--- src/rtl/y86_pkg.sv ---
// y86_pkg: shared icodes, fetch FSM states and instruction length function
package y86_pkg;
  localparam int INSTR_W = 80;
  localparam logic [3:0] I_HALT = 4'h0, I_NOP = 4'h1, I_RRMOVQ = 4'h2, I_IRMOVQ = 4'h3;
  localparam logic [3:0] I_RMMOVQ = 4'h4, I_MRMOVQ = 4'h5, I_OPQ = 4'h6, I_JXX = 4'h7;
  localparam logic [3:0] I_CALL = 4'h8, I_RET = 4'h9, I_PUSHQ = 4'hA, I_POPQ = 4'hB;
  typedef enum logic [1:0] {S_IDLE, S_READ, S_ERR_IMM, S_DONE} state_t;
  function automatic logic [3:0] ilen(input logic [3:0] icode);
    ilen = (icode inside {I_HALT, I_NOP, I_RET}) ? 4'd1 :
           (icode inside {I_RRMOVQ, I_OPQ, I_PUSHQ, I_POPQ}) ? 4'd2 :
           (icode inside {I_JXX, I_CALL}) ? 4'd9 :
           (icode inside {I_IRMOVQ, I_RMMOVQ, I_MRMOVQ}) ? 4'd10 : 4'd1;
  endfunction
endpackage

--- src/rtl/y86_ilen_decode.sv ---
// y86_ilen_decode: icode to instruction length in bytes
module y86_ilen_decode
  import y86_pkg::*;
(
  input  logic [3:0] i_icode,
  output logic [3:0] o_len
);
  assign o_len = ilen(i_icode);
endmodule

--- src/rtl/y86_ifetch_server.sv ---
// y86_ifetch_server: reads an instruction byte-by-byte from sync memory and returns the 80-bit fetch word
module y86_ifetch_server
  import y86_pkg::*;
#(
  parameter int MEM_BYTES = 1024,
  parameter int ADDR_W = 64
) (
  input  logic               clk,
  input  logic               rst_n,
  input  logic               i_req_valid,
  output logic               o_req_ready,
  input  logic [ADDR_W-1:0]  i_req_pc,
  output logic               o_mem_rd_en,
  output logic [ADDR_W-1:0]  o_mem_addr,
  input  logic [7:0]         i_mem_rd_data,
  output logic               o_resp_valid,
  input  logic               i_resp_ready,
  output logic [INSTR_W-1:0] o_resp_instruct,
  output logic [3:0]         o_resp_len,
  output logic               o_resp_err
);
  localparam int AW1 = ADDR_W + 1;
  state_t r_state, w_next;
  logic [ADDR_W-1:0]  r_pc;
  logic [3:0]         r_i, r_len;
  logic               r_err, r_rd_q;
  logic [INSTR_W-1:0] r_buf;
  logic [AW1-1:0]     w_addr, w_end;
  logic [3:0]         w_k, w_dec_len, w_len;
  logic               w_cap, w_last, w_want, w_in_range, w_rd_en, w_err, w_accept;
  y86_ilen_decode u_dec (.i_icode(i_mem_rd_data[7:4]), .o_len(w_dec_len));
  assign w_accept   = r_state == S_IDLE && i_req_valid;
  assign w_addr     = {1'b0, r_pc} + AW1'(r_i);
  assign w_in_range = w_addr < AW1'(MEM_BYTES);
  assign w_k        = r_i - 4'd1;
  assign w_cap      = r_state == S_READ && r_i != 4'd0;
  assign w_len      = (w_k == 4'd0) ? w_dec_len : r_len;
  assign w_last     = w_cap && w_k == w_len - 4'd1;
  assign w_want     = r_i < 4'd2 || r_i < r_len;
  assign w_rd_en    = r_state == S_READ && w_want && w_in_range;
  assign w_end      = {1'b0, r_pc} + AW1'(w_len) - AW1'(1);
  assign w_err      = w_end >= AW1'(MEM_BYTES);
  assign o_req_ready     = r_state == S_IDLE;
  assign o_resp_valid    = r_state == S_DONE;
  assign o_mem_rd_en     = w_rd_en;
  assign o_mem_addr      = w_rd_en ? w_addr[ADDR_W-1:0] : '0;
  assign o_resp_instruct = r_buf;
  assign o_resp_len      = r_len;
  assign o_resp_err      = r_err;
  always_ff @(posedge clk or negedge rst_n)
    if (!rst_n) r_state <= S_IDLE;
    else r_state <= w_next;
  always_comb begin
    w_next = r_state;
    unique case (r_state)
      S_IDLE:    w_next = !i_req_valid ? S_IDLE : (i_req_pc >= ADDR_W'(MEM_BYTES)) ? S_ERR_IMM : S_READ;
      S_READ:    w_next = w_last ? S_DONE : S_READ;
      S_ERR_IMM: w_next = S_DONE;
      S_DONE:    w_next = i_resp_ready ? S_IDLE : S_DONE;
    endcase
  end
  always_ff @(posedge clk or negedge rst_n)
    if (!rst_n) begin
      r_pc   <= '0;
      r_i    <= '0;
      r_len  <= '0;
      r_err  <= 1'b0;
      r_rd_q <= 1'b0;
      r_buf  <= '0;
    end else begin
      r_rd_q <= w_rd_en;
      if (w_accept) begin
        r_pc  <= i_req_pc;
        r_buf <= '0;
        r_i   <= '0;
      end else if (r_state == S_READ) begin
        r_i <= r_i + 4'd1;
        if (w_cap && r_rd_q) r_buf <= r_buf | ({i_mem_rd_data, {(INSTR_W-8){1'b0}}} >> {w_k, 3'b000});
        if (w_cap && w_k == 4'd0) r_len <= w_dec_len;
        if (w_last) r_err <= w_err;
      end else if (r_state == S_ERR_IMM) begin
        r_len <= 4'd1;
        r_err <= 1'b1;
      end
    end
endmodule
--- config.mk ---
export PLATFORM = sky130hd
export DESIGN_NAME = y86_ifetch_server
export DESIGN_NICKNAME = d
export VERILOG_FILES = /design/src/rtl/y86_pkg.sv /design/src/rtl/y86_ilen_decode.sv /design/src/rtl/y86_ifetch_server.sv
export SDC_FILE = /design/constraint.sdc
export NUM_CORES = 1
export LEC_CHECK = 0
export CORE_MARGIN = 2
export CORE_UTILIZATION = 30
export DETAILED_ROUTE_END_ITERATION = 16
export PLACE_DENSITY = 0.55
export SLEW_MARGIN = 10
export SYNTH_ARGS = -nofsm -noshare
export SYNTH_HDL_FRONTEND = slang
export SYNTH_SLANG_ARGS = --single-unit
--- constraint.sdc ---
create_clock -name clk -period 8.16 [get_ports clk]
set_input_delay 1.224 -clock clk [delete_from_list [all_inputs] [get_ports clk]]
set_output_delay 1.224 -clock clk [all_outputs]
set_load 0.01 [all_outputs]
[Word level (Yosys, flattened, before mapping)]
Cells that the tools add are included.
W data, S select, Z words.
Word-level totals
  register bits: 156
  input bits: 76
Operators by class
  add/subtract/negate cells: 6
  magnitude comparators: 5
  equal/unequal tests: 17
  shifts and indexed selects: 1
  muxes and demuxes: 22
  bitwise gates (word level): 2
  reductions and logical operators: 22
Operators by type and width (number)
  $mux W80: 3
  $add A64 B4 Y65: 2
  $or A80 B80 Y80: 1
  $shr A80 B7 Y80: 1
  $ge A65 B11 Y1 const B: 1
  $lt A65 B11 Y1 const B: 1
  $sub A65 B1 Y65 const B: 1
  $ge A64 B11 Y1 const B: 1
  $mux W64: 1
  $mux W4: 10
  $eq A4 B3 Y1 const B: 4
  $eq A4 B4 Y1 const B: 4
  $eq A4 B2 Y1 const B: 2
  $logic_not A4 Y1: 2
  $mux W2: 4
  $pmux W2 S4: 1
  $reduce_bool A2 Y1: 4
  $reduce_bool A4 Y1: 2
  $sub A4 B1 Y4 const B: 2
  $logic_and A1 B1 Y1: 7
  $reduce_and A3 Y1: 2
  $reduce_bool A3 Y1: 2
  $add A4 B1 Y4 const B: 1
  $eq A2 B2 Y1 const B: 2
  other kinds (12): 14

[Logic depth before layout (Yosys ltp)]
Gate-level depths: netlist (run 1).
  depth in word-level cells: 12
  depth in mapped cells: 24
  depth with buffers taken out: 22

[Modules after synthesis]
From an unflattened synthesis (run 1), not the netlist that was laid out.
Unflattened totals
  cell total of the unflattened synthesis: 1688
  area total of the unflattened synthesis: 13459.2 um2
Modules (own cells, without submodules)
  y86_ifetch_server: instances 1, cells each 1680, area an instance 13396.6 um2, seq. area each 3903.7 um2
  y86_ilen_decode: instances 1, cells each 8, area an instance 62.6 um2, seq. area each 0.0 um2

[Worst setup path before layout (run 1)]
OpenSTA, ideal clock, no wires.
  kind: register -> register
  start point: reg r_i[0]
  end point: reg r_err, in the netlist o_resp_err
  library setup time: 0.133 ns
  arrival: 5.510 ns
  data required time: 8.027 ns
  slack: 2.516 ns
  stages on the path, launching flop included: 25
  buffers on the path: 2
  period minus slack after synthesis: 5.644 ns
  cells stage by stage: dfrtp_1 > clkbuf_1 > inv_1 > ha_1 > clkbuf_1 > nand2b_1 > o41ai_1 > nor2_1 > or2_2 > ha_1 > inv_1 > ha_1 > inv_1 > fa_1 > nor2b_1 > o2111ai_1 > a2111o_1 > a41oi_1 > a31oi_1 > nor2_1 > a21oi_1 > xnor2_1 > or4_1 > nor4_1 > a31oi_1
Between the ends
  cells in the longest elaborated chain, start to end: 8
  elaborated cells between the ends (all ways): 15
RTL lines
  from (decl): line y86_ifetch_server.sv:25  | logic [3:0] r_i, r_len;
  from (signal assigned): line y86_ifetch_server.sv:77  | r_i <= r_i + 4'd1;
  $sub A4 B1 Y4: line y86_ifetch_server.sv:35  | assign w_k = r_i - 4'd1;
  $logic_not A4 Y1: line y86_ifetch_server.sv:37  | assign w_len = (w_k == 4'd0) ? w_dec_len : r_len;
  $mux W4: line y86_ifetch_server.sv:37
  $add A64 B4 Y65 / $sub A4 B1 Y4 (equally long branches): line y86_ifetch_server.sv:41, y86_ifetch_server.sv:38
  $sub A65 B1 Y65 / $eq A4 B4 Y1 (equally long branches): line y86_ifetch_server.sv:41, y86_ifetch_server.sv:38
  $ge A65 B11 Y1 / $logic_and A1 B1 Y1 (equally long branches): line y86_ifetch_server.sv:42, y86_ifetch_server.sv:38
  $mux W1 / $ne A2 B2 Y1 (equally long branches)
  $mux W1 / $reduce_and A3 Y1 (equally long branches)
  to (signal assigned): line y86_ifetch_server.sv:80  | if (w_last) r_err <= w_err;
  to (decl): line y86_ifetch_server.sv:26  | logic r_err, r_rd_q;
Parallel ways exist; a longest one is shown, timed or not. The select of a mux whose other input is x is not followed.
A chain may end at the register's enable or synchronous reset.

[Final worst setup path (run 1)]
  start point: reg r_i[0]
  end point: out o_mem_addr[7]
Between the ends
  cells in the longest elaborated chain, start to end: 5
  elaborated cells between the ends (all ways): 8
RTL lines
  parallel branches: the longest is 4 deep, another holds $add A64 B4 Y65
  $mux W64 *: line y86_ifetch_server.sv:46  | assign o_mem_addr = w_rd_en ? w_addr[ADDR_W-1:0] : '0;
  to (decl): line y86_ifetch_server.sv:14  | output logic [ADDR_W-1:0] o_mem_addr,
Mark *: on every way between the ends.

==> out/metrics.cfg, run 1 <==
[critical_path]
crit_path_end=o_mem_addr[7]
reg2reg_from=r_i[1]
crit_family=simple AND/OR/NAND/NOR gates
cp_cell_sequence=buf_4 -> ha_1 -> fa_1 -> a21o_2 -> a21oi_2 -> nor4_1 -> and4_1 -> o21ai_0 -> a2111oi_1 -> nand4_1 -> nor4_1 -> o2111ai_1 -> or4_4 -> nor2_1 -> clkdlybuf4s50_1
critical_path_class=register to primary output
cp-end-kind=primary output
critPathMostFrequentCell=nor4_1
crit_start=r_i[0]
rrSetupSlack_ns=1.86
crit_buf_inv=2
start_kind=register
arrival_ns=5.91
reg2regPathDepth=20
slowest_delay_ns=0.88
crit_path_max_fanout=17
worst_path_max_delay_cell=nor4_1
worst-path-stages=15
required_ns=6.94
r2r-end=o_resp_err

[clocking]
cts_buffers=17
ctsHoldBuffers=0
clk_pin_slew_ns=0.07
clockBufferDepth=2
root_buffer=clkbuf_16
clk_latency_ns=0.45
htree_num_levels=4
clock_sinks=155
cts.repair.resized=0
post_cts_buffers=0
cts_tree=built

[cells_and_area]
layoutNonFillerInstCount=2383
drive_gt1_share_pct=3.79
nNetsFinal=1998
area_delta_synth_final_pct=20.0

[synth]
async_flop_share_pct=100
synth_largest_area_cell=dfrtp_1
synth_ff_type=dfrtp_1
synth-seq-area-share_pct=29.3
synth_edf_count=0
ys_ff_latch=155
netlist_instances=1666
synth_area_um2=13200
yosysMostFrequentCell=nor2_1
yosys.area.top_type_share_pct=29.3
ys_top_cells_by_count=nor2_1, nand2_1, dfrtp_1
synth_area_per_cell_um2=7.94
yosys_warnings=0
synth_cell_types=73
synth_area_leaders=dfrtp_1, ha_1, nor2_1

[floorplanning]
die_area_um2=45800
initial_core_util_pct=30.6
fp.dieW_um=214
core_area_um2=43300
io_pins=228
die_y_um=214
rows=76

[sta]
min_period_ns=7.13
timing.hold.ws_ns=0.498
report.final.setup_viol=0
rsz0062_at_grt=no
finalCritPeriodShare_pct=87.4
slew_viol_final=0
max_freq_mhz=140
fin_tns_setup_ns=0
max-slew-margin-rel_pct=20.6
hold_viol=0
max_slew.worst_pin.slew_ns=1.18
worst_clock_skew_ns=0.00927

[global_route]
gr-usage-met1_pct=29.7
grt_antenna_before_repair=5
grt_pass1_vias=12400
grt_max_degree=153
grt_use_total_pct=21.2
globalRouteMet2Util_pct=32.4
grt-ovfl-total=0
top_usage_layer=met2
grt_pass1_wl_um=75700
use_met3_pct=4.43

[min_path]
min_path_type=register to register

[placement]
port_buffers=172
gp_congestion=0.956
post-place-cells=2349
dpl.hpwl_um=38700

[routing]
finalWirelength_um=49400
vias_per_cell=5.39
via_count=12800
firstDrtPassIters=6
drc=0
drt_iter0_markers=1210
wl_per_cell_um=20.7
ant_nets=0

[pwr]
leakagePower_nw=6.92
power_mw=6.86
p_per_area_nw_per_um2=432
vdd_drop_max_mv=0.213

[status]
outcome=finished, final reports clean

[flow_run]
maxCapViolations=0

[layout make-up]
class,count,area (µm²)
Clock inverter,15,199
Fill cell,4519,27400
Multi-Input combinational cell,1330,8470
Tap cell,585,732
Timing Repair Buffer,181,1800
Clock buffer,17,425
Antenna cell,2,5.00
Sequential cell,155,3880
Inverter,98,368
[through the flow]
stage | setup WS (ns) | instance area (µm²) | util, %
5_1_grt | 0.863 | 15900 | 36.7
6_report | 1.03 | 15900 | 36.7
4_1_cts | 1.12 | 15900 | 36.7
3_3_place_gp | 1.44 | 15200 | 35.2
2_1_floorplan | 2.52 | 13400 | -
3_5_place_dp | 1.38 | 15200 | 35.2
[cells by family after synthesis]
| kind of cell | after synthesis | share of synthesized area, % |
|---|---|---|
| fa+ha+maj | 139 | 13.3 |
| flops | 155 | 29.3 |
| other cells | 1 | 0.0283 |
| mux | 19 | 1.48 |
| simple gates | 573 | 20.4 |
| compound gates | 481 | 22.9 |
| buf+inv | 235 | 8.34 |
| xor+xnor | 63 | 4.27 |
[metal layers]
layer / vias up / wire [µm]
li1: 6074 / -
met1: 6223 / 23000
met2: 464 / 21600
met3: 66 / 3410
met4: 6 / 1420
met5: - / 31
[how the worst min path moves through the flow]
stage	depth (start not counted)	slack [ns]	endpoint	start
after CTS	2	0.50	o_resp_instruct[76]	o_resp_instruct[76]
final	2	0.50	o_resp_instruct[8]	o_resp_instruct[8]
after detailed placement	2	0.48	o_resp_instruct[8]	o_resp_instruct[8]
after global routing	2	0.52	o_resp_instruct[17]	o_resp_instruct[17]
after global placement	2	0.48	o_resp_instruct[66]	o_resp_instruct[66]
after floorplan	2	0.53	o_resp_instruct[17]	o_resp_instruct[17]
[worst min-delay path, delay by kind of cell (launching register included)]
kind	cells	cell delay, ns
and+or+nand+nor	1	0.07
DFF	1	0.34
AOI/OAI and AO/OA	1	0.04
[state kept, by name, summed over array words and instances (netlist names)]
signal           cells
r_state              2
o_resp_len           3
r_i                  4
r_pc                64
o_resp_err           1
r_rd_q               1
o_resp_instruct     80
[cell usage in the layout, fill, tap and decap left out, types with 15 or more instances in the layout]
master           instances
inv_1                   98
nor4_1                  29
a21o_1                  34
a21oi_1                126
nand2_1                159
o21ai_0                124
nand3_1                 31
ha_1                   137
clkbuf_16               17
o21a_1                  17
xor2_1                  18
nand4_1                 40
a31oi_1                 58
dfrtp_1                155
a211oi_1                15
xnor2_1                 44
nor2_1                 188
conb_1                  55
clkdlybuf4s50_1        171
nor3_1                  36
[report_power, final]
| group | total (mW) | internal (mW) | switching, mW |
|---|---|---|---|
| Clock | 0.872 | 0.470 | 0.401 |
| Combinational | 4.74 | 1.71 | 3.03 |
| Sequential | 1.25 | 0.933 | 0.312 |
| Total | 6.86 | 3.11 | 3.75 |
No activity file was read; power rests on OpenSTA's default activity.
==> run 2, diff against run 1 <==
==> constraint.sdc (replaced) <==
create_clock -name clk -period 8.16 [get_ports clk]
set_input_delay 1.632 -clock clk [delete_from_list [all_inputs] [get_ports clk]]
set_output_delay 1.632 -clock clk [all_outputs]
set_load 0.01 [all_outputs]
==> out/metrics.cfg, run 2 (synthesis gave the netlist of run 1 again) <==
[placement]
dpl.hpwl_um=38700  ; -0.21%
place_area_um2=15200  ; unchanged
gp_congestion=0.957  ; about the same
port_buffers=172  ; unchanged
post-place-cells=2349  ; unchanged

[routing]
finalWirelength_um=49300  ; -0.30%
ant_nets=0  ; unchanged
wl_per_cell_um=20.7  ; -0.34%
vias_per_cell=5.33  ; -0.98%
via_count=12700  ; -0.94%
highest_layer=met5
route.met2.wl_um=21400  ; -0.79%
wl_met1_um=22700  ; -1.1%
drc=0  ; unchanged
drt_iter0_markers=1151  ; -4.9%
dr_wl_met3_um=3610  ; +5.7%
firstDrtPassIters=6  ; unchanged

[floorplanning]
io_pins=228  ; unchanged
die_y_um=214  ; unchanged
rows=76  ; unchanged
die_area_um2=45800  ; unchanged
fp.dieW_um=214  ; unchanged
core_area_um2=43300  ; unchanged
initial_core_util_pct=30.6  ; unchanged

[critical_path]
cp_cell_sequence=ha_1 -> a21o_2 -> a21oi_2 -> nor4_1 -> and4_1 -> o21ai_0 -> a2111oi_1 -> nand4_1 -> nor4_1 -> o2111ai_1 -> or4_4 -> nor2_1 -> clkdlybuf4s50_1
start_kind=register
critical_path_class=register to primary output
crit_path_max_fanout=12  ; -5
cp-end-kind=primary output
required_ns=6.53  ; -0.41 ns
arrival_ns=5.78  ; -0.13 ns
slowest_delay_ns=0.88  ; about the same
worst_path_max_delay_cell=a2111oi_1
critPathMostFrequentCell=nor4_1

[clocking]
root_buffer=clkbuf_16
cts_tree=built
ctsHoldBuffers=0  ; unchanged
post_cts_buffers=0  ; unchanged
clk_latency_ns=0.47  ; +0.02 ns
clock_sinks=155  ; unchanged
htree_num_levels=4  ; unchanged
clk_pin_slew_ns=0.07  ; about the same
cts_buffers=17  ; unchanged
cts.repair.resized=0  ; unchanged
clockBufferDepth=2  ; unchanged

[pwr]
p_per_area_nw_per_um2=428  ; -0.91%
power_mw=6.77  ; -1.3%
vdd_drop_max_mv=0.246  ; +16%
leakagePower_nw=6.88  ; -0.62%

[cells_and_area]
area_delta_synth_final_pct=19.5
final_cell_mix=nor2_1, clkdlybuf4s50_1, nand2_1
drive_gt1_share_pct=3.67  ; -0.11 points
final_cell_area_um2=15800  ; -0.43%
final_common_cell=nor2_1
layoutNonFillerInstCount=2384  ; +0.042%
nNetsFinal=1998  ; unchanged
fillerInstances=4550  ; +0.69%
largest_reg_flops=80  ; unchanged

[min_path]
min_path_type=register to register

[sta]
hold_viol=0  ; unchanged
min_period_ns=7.41  ; +0.283 ns
rsz0062_at_grt=no
worst_clock_skew_ns=0.0148  ; +0.00552 ns
fin_tns_setup_ns=0  ; unchanged
max_freq_mhz=135  ; -3.8%
max-slew-margin-rel_pct=24.4  ; +3.8 points
max_slew.worst_pin.slew_ns=1.12  ; -0.0566 ns
slew_viol_final=0  ; unchanged
finalCritPeriodShare_pct=90.8  ; +3.5 points
report.final.setup_viol=0  ; unchanged

[status]
outcome=finished, final reports clean

[flow_run]
maxCapViolations=0  ; unchanged

[global_route]
grt_pass1_vias=12300  ; -0.99%
grt_max_degree=153  ; unchanged
grt_use_total_pct=21.1  ; -0.090 points
grt_antenna_before_repair=5  ; unchanged
grt_pass1_wl_um=75000  ; -0.90%
grt-ovfl-total=0  ; unchanged

run 2: cell types whose count changed in the layout (fill, tap and decap cells not counted):
cell / previous run / this run
diode_2: 2 / 3
clkbuf_8: 0 / 1
clkinvlp_4: 1 / 3
clkinv_8: 2 / 0
clkinv_4: 1 / 3
clkinv_2: 1 / 0
inv_6: 2 / 4
clkbuf_1: 0 / 2
inv_8: 6 / 2
bufinv_16: 2 / 0
run 2: power breakdown:
group / leakage [nW] / switching [mW] / total, mW / internal, mW
clock: 0.262 / 0.379 / 0.785 / 0.406
sequential: 2.04 / 0.315 / 1.25 / 0.933
combinational: 4.57 / 3.02 / 4.73 / 1.71
total: 6.88 / 3.72 / 6.77 / 3.05
run 2: final timing paths:
kind                                startpoint                   to  slack [ns]  cells after the start
min in group asynchronous                rst_n  o_resp_instruct[31]        1.23                      1
max                                     r_i[2]        o_mem_addr[2]        0.75                     13
max reg2reg                             r_i[0]           o_resp_err        1.88                     21
max in group asynchronous                rst_n             r_pc[30]        5.47                      2
min                        o_resp_instruct[42]  o_resp_instruct[42]        0.50                      2
min reg2reg                o_resp_instruct[42]  o_resp_instruct[42]        0.50                      2
run 2: critical path, delay by kind of cell, from the launching register on:
kind	cells	cell delay [ns]
simple gates	6	2.36
fa+ha+maj	1	0.41
buf+inv	1	0.55
compound gates	5	1.45
flops	1	0.54
run 2: final cells by class:
class | instances | area, µm² | area share (%)
Antenna cell | 3 | 7.51 | 0.0475
Clock buffer | 20 | 447 | 2.82
Clock inverter | 12 | 106 | 0.673
Inverter | 98 | 368 | 2.33
Multi-Input combinational cell | 1330 | 8470 | 53.6
Sequential cell | 155 | 3880 | 24.5
Tap cell | 585 | 732 | 4.63
Timing Repair Buffer | 181 | 1800 | 11.4
run 2: layer usage:
metal	GRT usage, %	vias up
met1	28.9	6134
met4	7.58	4
met3	5.46	76
met5	0	-
li1	-	6064
met2	32.0	434
run 2: through the flow:
stage               utilization [%]  hold slack, ns  setup WS (ns)
finish                         36.6           0.496          0.747
global route                   36.5           0.516          0.535
CTS                            36.5           0.501          0.709
detailed placement             35.2           0.486           1.02
global placement               35.2           0.474           1.04
floorplan                         -           0.527           2.52
